[src/rtl/div_16_pkg.sv]
// Shared constants, state encoding and helpers for the Q2.14 restoring divider.
// Imported by the interface, the step sub-module and the div_16 top.
package div_16_pkg;

    localparam int DATA_W   = 16;
    localparam int FRAC_W   = 14;
    localparam int DIV_ITER = DATA_W + FRAC_W;
    localparam int MAG_W    = DATA_W + 1;
    localparam int CNT_W    = $clog2(DIV_ITER);

    localparam logic [DATA_W-1:0] Q_MAX = 16'h7FFF;
    localparam logic [DATA_W-1:0] Q_MIN = 16'h8000;

    typedef enum logic [1:0] {
        DIV_IDLE = 2'd0,
        DIV_CALC = 2'd1,
        DIV_FIX  = 2'd2,
        DIV_DONE = 2'd3
    } div_state_t;

    typedef struct packed {
        logic [DATA_W-1:0] quot;
        logic              ovf;
    } sat_res_t;

    // One extra bit so that |-32768| = 32768 is representable as an unsigned magnitude.
    function automatic logic [MAG_W-1:0] abs_mag(input logic signed [DATA_W-1:0] v);
        logic signed [MAG_W-1:0] ext;
        ext = {v[DATA_W-1], v};
        return ext[MAG_W-1] ? MAG_W'(-ext) : MAG_W'(ext);
    endfunction

endpackage

[src/rtl/div_16_if.sv]
// Start/done handshake and operand/result bundle between a requester and div_16.
interface div_16_if;
    import div_16_pkg::*;

    logic              start;
    logic [DATA_W-1:0] data_a;
    logic [DATA_W-1:0] data_b;
    logic              busy;
    logic              done;
    logic [DATA_W-1:0] quot_out;
    logic              ovf;
    logic              div_zero;

    modport master (
        output start, data_a, data_b,
        input  busy, done, quot_out, ovf, div_zero
    );

    modport slave (
        input  start, data_a, data_b,
        output busy, done, quot_out, ovf, div_zero
    );

endinterface

[src/rtl/div_16_step.sv]
// One radix-2 restoring step: shift the next dividend bit into the partial remainder
// and subtract the divisor when it fits.
module div_16_step
    import div_16_pkg::*;
(
    input  logic [MAG_W-1:0] rem_in,
    input  logic             msb_in,
    input  logic [MAG_W-1:0] divisor,
    output logic [MAG_W-1:0] rem_out,
    output logic             qbit
);

    logic [MAG_W:0]   rem_sh;
    logic [MAG_W-1:0] diff;

    // rem_out < divisor always, so the truncated difference is exact when qbit=1.
    always_comb begin
        rem_sh  = {rem_in, msb_in};
        qbit    = (rem_sh >= {1'b0, divisor});
        diff    = rem_sh[MAG_W-1:0] - divisor;
        rem_out = qbit ? diff : rem_sh[MAG_W-1:0];
    end

endmodule

[src/rtl/div_16.sv]
// Sequential signed Q2.14 divider: quot = trunc((a << 14) / b), one quotient bit per
// clock, saturated to Q2.14, fixed 32-cycle start-to-done latency.
module div_16
    import div_16_pkg::*;
(
    input  logic     clk,
    input  logic     reset,
    div_16_if.slave  bus
);

    div_state_t state_q, state_d;
    logic       accept;
    logic       busy;
    logic       last_iter;

    logic signed [DATA_W-1:0] a_s, b_s;
    logic [MAG_W-1:0]         a_mag, b_mag;

    logic [CNT_W-1:0]    iter_p0;
    logic                sign_q_p0;
    logic                sign_a_p0;
    logic [MAG_W-1:0]    divisor_p0;
    logic [MAG_W-1:0]    rem_p0;
    logic [DIV_ITER-1:0] dividend_p0;
    logic [DIV_ITER-1:0] quot_p0;

    logic [MAG_W-1:0] rem_nxt;
    logic             qbit;
    logic             div_zero_p0;
    sat_res_t         sat_p0;

    logic              vld_p1;
    logic [DATA_W-1:0] quot_out_p1;
    logic              ovf_p1;
    logic              div_zero_p1;

    function automatic sat_res_t saturate(
        input logic [DIV_ITER-1:0] mag,
        input logic                neg,
        input logic                dz,
        input logic                sign_a
    );
        sat_res_t r;
        r.ovf  = 1'b0;
        r.quot = '0;
        if (dz) begin
            r.quot = sign_a ? Q_MIN : Q_MAX;
        end else if (!neg) begin
            if (mag > DIV_ITER'(Q_MAX)) begin
                r.quot = Q_MAX;
                r.ovf  = 1'b1;
            end else begin
                r.quot = mag[DATA_W-1:0];
            end
        end else begin
            // Negative side reaches one further: magnitude 32768 maps exactly to 0x8000.
            if (mag > DIV_ITER'(Q_MIN)) begin
                r.quot = Q_MIN;
                r.ovf  = 1'b1;
            end else begin
                r.quot = DATA_W'(~mag[DATA_W-1:0] + 1'b1);
            end
        end
        return r;
    endfunction

    assign a_s       = $signed(bus.data_a);
    assign b_s       = $signed(bus.data_b);
    assign a_mag     = abs_mag(a_s);
    assign b_mag     = abs_mag(b_s);
    assign last_iter = (iter_p0 == CNT_W'(DIV_ITER - 1));

    always_comb begin
        state_d = state_q;
        accept  = 1'b0;
        busy    = 1'b0;
        case (state_q)
            DIV_IDLE: begin
                if (bus.start) begin
                    accept  = 1'b1;
                    state_d = DIV_CALC;
                end
            end
            DIV_CALC: begin
                busy = 1'b1;
                if (last_iter) begin
                    state_d = DIV_FIX;
                end
            end
            DIV_FIX: begin
                busy    = 1'b1;
                state_d = DIV_DONE;
            end
            DIV_DONE: begin
                if (bus.start) begin
                    accept  = 1'b1;
                    state_d = DIV_CALC;
                end else begin
                    state_d = DIV_IDLE;
                end
            end
            default: state_d = DIV_IDLE;
        endcase
    end

    always_ff @(posedge clk) begin
        if (reset) begin
            state_q <= DIV_IDLE;
            iter_p0 <= '0;
        end else begin
            state_q <= state_d;
            if (accept) begin
                iter_p0 <= '0;
            end else if (state_q == DIV_CALC) begin
                iter_p0 <= iter_p0 + 1'b1;
            end
        end
    end

    // Stage p0: operand capture and the iterative remainder/quotient datapath.
    always_ff @(posedge clk) begin
        if (accept) begin
            sign_q_p0   <= a_s[DATA_W-1] ^ b_s[DATA_W-1];
            sign_a_p0   <= a_s[DATA_W-1];
            divisor_p0  <= b_mag;
            dividend_p0 <= DIV_ITER'({a_mag, {FRAC_W{1'b0}}});
            rem_p0      <= '0;
            quot_p0     <= '0;
        end else if (state_q == DIV_CALC) begin
            rem_p0      <= rem_nxt;
            dividend_p0 <= dividend_p0 << 1;
            quot_p0     <= {quot_p0[DIV_ITER-2:0], qbit};
        end
    end

    div_16_step u_step (
        .rem_in  (rem_p0),
        .msb_in  (dividend_p0[DIV_ITER-1]),
        .divisor (divisor_p0),
        .rem_out (rem_nxt),
        .qbit    (qbit)
    );

    assign div_zero_p0 = (divisor_p0 == '0);
    assign sat_p0      = saturate(quot_p0, sign_q_p0, div_zero_p0, sign_a_p0);

    // Stage p1: result registers, loaded once in FIX and held until the next result.
    always_ff @(posedge clk) begin
        if (reset) begin
            vld_p1      <= 1'b0;
            quot_out_p1 <= '0;
            ovf_p1      <= 1'b0;
            div_zero_p1 <= 1'b0;
        end else begin
            vld_p1 <= (state_q == DIV_FIX);
            if (state_q == DIV_FIX) begin
                quot_out_p1 <= sat_p0.quot;
                ovf_p1      <= sat_p0.ovf;
                div_zero_p1 <= div_zero_p0;
            end
        end
    end

    assign bus.busy     = busy;
    assign bus.done     = vld_p1;
    assign bus.quot_out = quot_out_p1;
    assign bus.ovf      = ovf_p1;
    assign bus.div_zero = div_zero_p1;

endmodule

[src/flat_wrapper.sv]
// flat-port wrapper written by rule: the top's interface ports become plain ports
module div_16_flat import div_16_pkg::*;
  (clk, reset, bus_start, bus_data_a, bus_data_b, bus_busy, bus_done, bus_quot_out, bus_ovf, bus_div_zero);
  div_16_if bus_i ();
  input  logic clk;
  input  logic reset;
  input wire logic [$bits(bus_i.start)-1:0] bus_start;
  input wire logic [$bits(bus_i.data_a)-1:0] bus_data_a;
  input wire logic [$bits(bus_i.data_b)-1:0] bus_data_b;
  output wire logic [$bits(bus_i.busy)-1:0] bus_busy;
  output wire logic [$bits(bus_i.done)-1:0] bus_done;
  output wire logic [$bits(bus_i.quot_out)-1:0] bus_quot_out;
  output wire logic [$bits(bus_i.ovf)-1:0] bus_ovf;
  output wire logic [$bits(bus_i.div_zero)-1:0] bus_div_zero;
  assign bus_i.start = bus_start;
  assign bus_i.data_a = bus_data_a;
  assign bus_i.data_b = bus_data_b;
  assign bus_busy = bus_i.busy;
  assign bus_done = bus_i.done;
  assign bus_quot_out = bus_i.quot_out;
  assign bus_ovf = bus_i.ovf;
  assign bus_div_zero = bus_i.div_zero;
  div_16 u_core (.clk(clk), .reset(reset), .bus(bus_i));
endmodule
[config.mk]
export PLATFORM = sky130hd
export DESIGN_NAME = div_16_flat
export DESIGN_NICKNAME = d
export VERILOG_FILES = /design/src/rtl/div_16_pkg.sv /design/src/rtl/div_16_if.sv /design/src/rtl/div_16_step.sv /design/src/rtl/div_16.sv /design/src/flat_wrapper.sv
export SDC_FILE = /design/constraint.sdc
export NUM_CORES = 1
export LEC_CHECK = 0
export BUFFER_PORTS_ARGS = -buffer_cell sky130_fd_sc_hd__buf_2
export CORE_UTILIZATION = 28
export CTS_CLUSTER_DIAMETER = 50
export DETAILED_ROUTE_END_ITERATION = 12
export PLACE_DENSITY = 0.45
export SYNTH_ARGS = -nofsm -noshare
export SYNTH_HDL_FRONTEND = slang
export SYNTH_SLANG_ARGS = --single-unit
export TNS_END_PERCENT = 50
[constraint.sdc]
create_clock -name clk -period 3.1 [get_ports clk]
set_input_delay 0.62 -clock clk [delete_from_list [all_inputs] [get_ports clk]]
set_output_delay 0.62 -clock clk [all_outputs]
set_load 0.02 [all_outputs]
* Word level (Yosys, flattened, before mapping)
Cells that the tools add are included.
Operators by class: $add $sub $neg 5, order comparisons 3, equal/unequal tests 6, muxes and demuxes 20, bitwise gates (word level) 2, reduce and logical (&&, ||, !) cells 7
Operators by type and width (number):
- 16-bit two-way mux | 5
- 30-bit two-way mux | 2
- 17-bit two-way mux | 2
- 30-bit by 15-bit greater-than comparator with 1-bit output (second input constant) | 1
- 30-bit by 16-bit greater-than comparator with 1-bit output (second input constant) | 1
- 18-bit by 17-bit greater-or-equal comparator with 1-bit output | 1
- 17-bit zero test | 1
- 16-bit negation with 17-bit output | 1
- 17-bit subtractor | 1
- 16-bit by 1-bit adder with 16-bit output (second input constant) | 1
- 16-bit negation | 1
- 16-bit NOT | 1
- 15-bit two-way mux | 1
- 2-bit one-hot mux with 4 select lines | 1
- 1-bit two-way mux | 7
- 2-bit OR reduction | 3
- 5-bit by 1-bit adder with 5-bit output (second input constant) | 1
- 5-bit equality test (second input constant) | 1
- 2-bit equality test (second input constant) | 2
- 2-bit two-way mux | 2
- 2-bit by 1-bit equality test with 1-bit output (second input constant) | 1
- 2-bit zero test | 1
- 2-bit by 1-bit inequality test with 1-bit output (second input constant) | 1
- 2-bit inequality test (second input constant) | 1
- 3 further kinds | 3
Storage, ports and cells: register bits after elaboration 108, bits of input ports 35, output and inout bits 20

* Logic depth before layout (Yosys ltp)
Gate-level depths: netlist (run 1).
depth after elaboration 5, gate-level depth with buffers 12, gate-level depth less buffers 11

* By module
From an unflattened synthesis (run 1), not the netlist that was laid out.
Second synthesis, totals: cells, all modules 694, area total of the unflattened synthesis 6422.4 µm²
Modules (own cells, without submodules):
- div_16 | instances 1, cells each 542, area an instance 5240.0 µm²
- div_16_step | instances 1, cells each 152, area an instance 1182.4 µm²

* Worst setup path after synthesis (run 1)
OpenSTA, ideal clock, no wires.
kind register to register, start reg u_core.state_q[0], end reg u_core.divisor_p0[0], enable pin, arrival time 2189 ps, required time 2709 ps, path slack 521 ps, cell stages (with the launch flop) 7, buffers on the path 2, cells stage by stage dfxtp_1 > inv_1 > ha_1 > nand2b_1 > inv_1 > clkbuf_1 > buf_1
Between the ends: cells in the longest elaborated chain, start to end 3, elaborated cells on any way between the ends 4, those cells by class eq/ne: 1; mux: 1; reduce/logical: 2
RTL lines:
- start: declaration | line div_16.sv:11 | div_state_t state_q, state_d;
- start signal: assignment | line div_16.sv:111 | state_q <= state_d;
- 2-bit equality test / 2-bit zero test (equally long branches) | line div_16.sv:77 | case (state_q)
- 2-bit OR reduction (no source line) *
- 1-bit two-way mux *
- via u_core.accept | line div_16.sv:12 | logic accept;
- end signal: assignment | line div_16.sv:125 | divisor_p0 <= b_mag;
- end: declaration | line div_16.sv:22 | logic [MAG_W-1:0] divisor_p0;
The timed path passes the listed nets; every way through them passes the cells marked *. A chain may end at the register's enable or synchronous reset.

* Worst setup path after layout (run 1)
start reg u_core.dividend_p0[29], end reg u_core.rem_p0[0]
Between the ends: cells in the longest elaborated chain, start to end 2, elaborated cells on any way between the ends 3, those cells by class add/sub: 1; order compare: 1; mux: 1
RTL lines:
- start: declaration | line div_16.sv:24 | logic [DIV_ITER-1:0] dividend_p0;
- start signal: assignment | line div_16.sv:126 | dividend_p0 <= DIV_ITER'({a_mag, {FRAC_W{1'b0}}});
- start signal: assignment | line div_16.sv:131 | dividend_p0 <= dividend_p0 << 1;
- 17-bit subtractor / 18-bit by 17-bit greater-or-equal comparator with 1-bit output (equally long branches) | line div_16_step.sv:20, div_16_step.sv:19
- 17-bit two-way mux * | line div_16_step.sv:21 | rem_out = qbit ? diff : rem_sh[MAG_W-1:0];
- end signal: assignment | line div_16.sv:130 | rem_p0 <= rem_nxt;
- end: declaration | line div_16.sv:23 | logic [MAG_W-1:0] rem_p0;
Every way passes the cells marked *; elsewhere a longest branch is shown, timed or not.

==> results of run 1 <==
## sequential cells by signal, summed over array words and instances, names as in the netlist
signal / cells
u_core.divisor_p0: 17
u_core.bus.ovf: 1
u_core.quot_p0: 30
u_core.bus.quot_out: 16
u_core.rem_p0: 17
u_core.dividend_p0: 16
u_core.iter_p0: 5
u_core.bus.div_zero: 1
u_core.sign_q_p0: 1
u_core.state_q: 2
u_core.sign_a_p0: 1
u_core.bus.done: 1
## worst register-to-register path, cell delays in order (launching register included)
cell	delay (ns)
edfxtp_1	0.36
inv_1	0.08
ha_1	0.16
inv_1	0.06
fa_1	0.42
a21oi_1	0.20
o22ai_1	0.14
o21ai_0	0.38
a31o_2	0.43
mux2_2	0.37
a21oi_1	0.13
## kinds of logic (layout without fill, tap and decap cells)
logic type               after synthesis  in the layout  share of synthesized area, %
XOR/XNOR                              45             45                          6.29
AND/OR/NAND/NOR                      228            228                          18.1
flip-flops                           108            108                          40.1
AO/OA/AOI/OAI                        180            180                          18.6
other                                  1              1                        0.0599
adder cells (fa/ha/maj)               28             28                          5.71
multiplexers                          33             33                          5.31
buffers and inverters                 77            125                          5.79
## layer usage
metal  part of all wire, %  up-vias  GRT usage, %
li1                      -     2620             -
met1                    50     2377          19.1
met2                    44       95          22.0
met3                   4.0       11          2.63
met4                   1.1        0          3.71
met5                     0        -             0
## through the flow
| stage | utilization, % | hold slack, ns |
|---|---|---|
| 6_report | 32.3 | 0.462 |
| 5_1_grt | 32.3 | 0.481 |
| 4_1_cts | 32.3 | 0.469 |
| 3_5_place_dp | 31.0 | 0.456 |
| 3_3_place_gp | 31.0 | 0.456 |
| 2_1_floorplan | - | 0.459 |
## path summary, 6_finish.rpt
check	endpoint	slack, ns	cells past startpoint
hold / removal	u_core.bus.quot_out[0]	0.46	2
setup reg to reg	u_core.rem_p0[0]	0.33	10
setup / recovery	u_core.rem_p0[0]	0.33	10
hold reg to reg	u_core.bus.quot_out[0]	0.46	2
## cell type report
class	count	area, µm²
Inverter	41	154
Clock inverter	6	58.8
Timing Repair Buffer	68	375
Fill cell	2356	14800
Tap cell	280	350
Clock buffer	10	229
Sequential cell	108	2510
Multi-Input combinational cell	515	3390
## report_power, final
group	switching [mW]	internal, mW
combinational	1.44	0.876
sequential	0.189	1.88
clock	0.561	0.597
total	2.19	3.36
## placed cells by master, fill, tap and decap left out, drive strengths merged, types with 5 or more instances in the layout
master,synthesis,routed
dfxtp,73,73
buf,14,68
nand2,66,66
nor2,66,66
o21ai,54,54
a21oi,46,46
inv,40,44
edfxtp,35,35
mux2i,31,31
ha,27,27
nor3,24,24
xor2,23,23
xnor2,22,22
o31ai,13,13
nand3,12,12
nor4,12,12
a2111oi,11,11
a31oi,10,10
clkbuf,22,10
nand2b,8,8
nand4,7,7
or3,7,7
o41ai,5,5
a21boi,5,5
o22ai,5,5
a32oi,5,5
## Yosys cell counts (3+ instances only)
cell type and count:
dfxtp_1 73, nand2_1 66, nor2_1 66, o21ai_0 53
a21oi_1 45, inv_1 40, edfxtp_1 35, mux2i_1 31
ha_1 27, xor2_1 23, nor3_1 22, xnor2_1 22
clkbuf_1 16, o31ai_1 13, nand3_1 12, nor4_1 11
a31oi_1 10, a2111oi_0 8, nand2b_1 8, nand4_1 7
buf_1 6, a21boi_0 5, a32oi_1 5, o22ai_1 5
o41ai_1 5, or3_1 5, buf_6 4, nor2b_1 4
a2111oi_2 3, a21o_1 3, buf_2 3, clkbuf_8 3
nand3b_1 3, nor4bb_1 3, o211ai_1 3, o21a_1 3
==> results.yml, run 1 <==
run_status:
  status: "finished clean"
cts:
  cts_tree: "done"
  cts_resized: 0
  hold_buffers: 0
  root_buffer: "clkbuf_16"
  clk_latency_ns: 0.36
  cts_buffers: 9
  clock_sinks: 108
  clockBufferDepth: 2
  cts_setup_buffers: 0
  cts.clk_slew.worst_paths_ns: 0.08
  htreeDepth: 3
floorplanning:
  fp-row-count: 54
  num_io_pins: 55
  start_util_pct: 28.6
  die_width_um: 152
  die_h_um: 152
  dieArea_um2: 23000
  fp.coreArea_um2: 21900
sta:
  fin_setup_tns_ns: 0
  max_slew_margin_pct: 55.0
  rsz0062_at_grt: "false"
  finClkSkew_ns: 0.0132
  hold_viol_final: 0
  drv_slew: 0
  fmax_mhz: 361
  worstMarginPinSlew_ns: 0.675
  fin_crit_sh_pct: 89.4
  fin_ws_ns: 0.329
  setup_viol: 0
  fin_crit_ns: 2.77
critical_path:
  start_kind: "register"
  worstPathMaxFanout: 14
  crit_start: "u_core.dividend_p0[29]"
  arrival_ns: 3.06
  crit_buf_inv: 2
  slowest_delay_ns: 0.43
  r2r-start: "u_core.dividend_p0[29]"
  slowest_stage: "a31o_2"
  required_ns: 3.39
  path_cells: "inv_1, ha_1, inv_1, fa_1, a21oi_1, o22ai_1, o21ai_0, a31o_2, mux2_2, a21oi_1"
  end_kind: "register"
  critPathKind: "reg -> reg"
  worst_path_dominant_cell_family: "compound AO/OA/AOI/OAI gates"
detailed_routing:
  drt_first_iter_violations: 176
  via_per_inst: 4.96
  wl_per_cell_um: 14.6
  wl_um: 15000
  ant_nets: 0
  first_pass_iters: 5
  drc: 0
  route.vias.total: 5103
grt:
  antenna_found_initial: 0
  grt_max_degree: 47
  grt_pass1_vias: 4834
  grt_remaining_overflow: 0
  grt_usage_pct: 13.9
  grt_pass1_wl_um: 24900
placement:
  place_inst: 1012
  dpl_cell_area_um2: 6780
  post-place-ws_ns: 0.391
  port-buffer-count: 54
  place_congestion: 0.761
  dpl.hpwl_um: 10900
pwr:
  ir_drop_mv: 0.293
  power_density_nw_per_um2: 785
  power_leakage_nw: 2.84
  power_mw: 5.55
min_path:
  hp-class: "reg -> reg"
  hold_start: "u_core.bus.quot_out[0]"
logic_synthesis:
  synth_top_area_cell: "dfxtp_1"
  synth_top_area_share_pct: 23.3
  ys_top_cells_by_area: "dfxtp_1 23%, edfxtp_1 17%, ha_1 5.4%, mux2i_1 5.0%, o21ai_0 4.2%"
  synth-main-ff-cell: "dfxtp_1"
  syn_nets: 763
  async_flop_share_pct: 0
  synth_edf_count: 35
  synth_seq_cells: 108
  ys_types: 76
  synthCells: 700
  syn_area_per_cell_um2: 8.95
  ys_warn_count: 0
  seq_area_frac_synth_pct: 40.1
  synth_area_um2: 6260
final_layout:
  num-nets-final: 806
  diodes: 0
  final_layout_size_suffix_gt1_share_pct: 14.0
  syn_to_final_growth_pct: 12.9
  instances_no_fill: 1028
  final_cell_area_um2: 7070
run:
  drv_cap: 0
Power figures use the tool's default switching activity.
==> inputs of run 2 (changes only) <==
--- a/config.mk
+++ b/config.mk
@@ -6,6 +6,7 @@
 export NUM_CORES = 1
 export LEC_CHECK = 0
 export BUFFER_PORTS_ARGS = -buffer_cell sky130_fd_sc_hd__buf_2
+export CORE_MARGIN = 2
 export CORE_UTILIZATION = 28
 export CTS_CLUSTER_DIAMETER = 50
 export DETAILED_ROUTE_END_ITERATION = 12
==> results.yml, run 2 (synthesis gave the netlist of run 1 again) <==
critical_path:
  ff2ff_path_depth: 9
  crit_buf_inv: 1
  worstPathMaxFanout: 3
  r2r-start: "u_core.divisor_p0[1]"
  worst_path_dominant_cell_family: "compound AO/OA/AOI/OAI gates"
  slowest_delay_ns: 0.56
  reg2reg_slack_ns: 0.31
  end_kind: "register"
  slowest_stage: "a2111oi_0"
  start_kind: "register"
  critPathKind: "reg -> reg"
  crit_start: "u_core.divisor_p0[1]"
  r2r_end: "u_core.rem_p0[15]"
  arrival_ns: 3.09
  path_cells: "inv_1, ha_1, nor2b_1, o31ai_1, a21oi_1, a2111oi_0, o21ai_0, mux2_2, nand2_1"
  required_ns: 3.39
sta:
  drv_slew: 0
  fin_ws_ns: 0.307
  rsz0062_at_grt: "false"
  finClkSkew_ns: 0.0115
  worstMarginPinSlew_ns: 0.679
  fin_crit_ns: 2.79
  max_slew_margin_pct: 54.6
  hold_viol_final: 0
  fin_setup_tns_ns: 0
  fin_crit_sh_pct: 90.1
  setup_viol: 0
  fmax_mhz: 358
  holdWs_ns: 0.469
pwr:
  internal_power_mw: 3.36
  switching_share_pct: 39.8
  power_frac_clock_pct: 21.2
  power_leakage_nw: 2.84
  ir_drop_mv: 0.266
  power_density_nw_per_um2: 786
  comb_power_share_pct: 41.6
  seqPwrFrac_pct: 37.3
  switchingPower_mw: 2.22
min_path:
  holdPathStages: 2
  min_to: "u_core.bus.quot_out[0]"
  hold_start: "u_core.bus.quot_out[0]"
  hp-class: "reg -> reg"
final_layout:
  fillCellCount: 2359
  instances_no_fill: 1029
  syn_to_final_growth_pct: 13.1
  seqCellArea_um2: 2510
  layout_commonest_cell: "dfxtp_1"
  largest_reg_flops: 30
  top_register: "u_core.quot_p0"
  diodes: 0
  multi_input_area_um2: 3390
  largestRegisters: "u_core.quot_p0 x30, u_core.divisor_p0 x17, u_core.rem_p0 x17"
  final_cell_mix: "73 x dfxtp_1, 66 x nand2_1, 66 x nor2_1, 54 x buf_2, 53 x o21ai_0"
  num-nets-final: 807
  final_layout_size_suffix_gt1_share_pct: 14.0
detailed_routing:
  drc: 0
  wl_um: 15100
  first_pass_iters: 4
  drt_first_iter_violations: 293
  wl_per_cell_um: 14.7
  via_per_inst: 4.98
  ant_nets: 0
  route.vias.total: 5129
grt:
  grt_remaining_overflow: 0
  grt_usage_pct: 13.3
  grt_pass1_vias: 5004
  antenna_found_initial: 0
  grt_max_degree: 42
  grt_pass1_wl_um: 25800
placement:
  post-place-ws_ns: 0.365
  dpl.hpwl_um: 10900
  place_inst: 1013
  port-buffer-count: 54
  place_congestion: 0.782
cts:
  htreeDepth: 3
  clock_sinks: 108
  cts_buffers: 9
  hold_buffers: 0
  clk_latency_ns: 0.35
  root_buffer: "clkbuf_16"
  clockBufferDepth: 2
  cts_setup_buffers: 0
  cts.clk_slew.worst_paths_ns: 0.08
  cts_resized: 0
  cts_tree: "done"
floorplanning:
  die_h_um: 154
  die_width_um: 154
  fp-row-count: 54
  start_util_pct: 28.6
  fp.coreArea_um2: 21900
  num_io_pins: 55
  dieArea_um2: 23600
run_status:
  status: "finished clean"
run:
  drv_cap: 0
==> run 2: cell count changes in the layout (fill, tap and decap cells not counted), sizes merged <==
cell / before / now
clkbuf: 10 / 12
inv: 44 / 42
buf: 68 / 69
bufinv: 1 / 0
clkinv: 2 / 3
==> run 2: area by class of cell <==
type | instances | area share (%)
clock buffers | 12 | 3.64
clock inverters | 4 | 0.530
inverters | 41 | 2.17
multi-input cells | 515 | 47.9
flip-flops and latches | 108 | 35.5
well taps | 280 | 4.94
repair buffers | 69 | 5.40
==> run 2: worst min-delay path: stages (launching register included) <==
cell and delay [ns]:
dfxtp_1 0.32, nand2_1 0.06, a21oi_1 0.05
==> run 2: per-layer routing <==
metal  track usage (%)  share of wire [%]
met5                 0                  0
met4              4.11                1.1
met3              2.76                4.0
met2              20.2                 45
met1              19.0                 50
==> run 2: worst max path at each step <==
stage / endpoint / slack (ns) / cells after the start
5_1_grt: u_core.rem_p0[8] / 0.13 / 12
4_1_cts: u_core.rem_p0[0] / 0.33 / 10
3_3_place_gp: u_core.rem_p0[15] / 0.34 / 9
6_report: u_core.rem_p0[15] / 0.31 / 9
2_1_floorplan: u_core.divisor_p0[0] / 0.52 / 6
3_5_place_dp: u_core.rem_p0[0] / 0.36 / 10
==> run 2: power by group through the flow <==
stage	clock network [mW]	logic (mW)	registers, mW
detailed placement	0	2.32	2.11
global route	1.28	2.63	2.13
finish	1.18	2.32	2.08
floorplan	0	1.71	2.11
CTS	1.23	2.33	2.08
global placement	0	2.35	2.10
==> run 2: metrics by stage <==
stage	power (mW)	utilization, %	instance area [µm²]
after floorplan	3.82	-	6260
after global placement	4.46	31.0	6790
after detailed placement	4.44	31.0	6790
after CTS	5.65	32.4	7090
after global routing	6.04	32.4	7090
final	5.57	32.4	7090
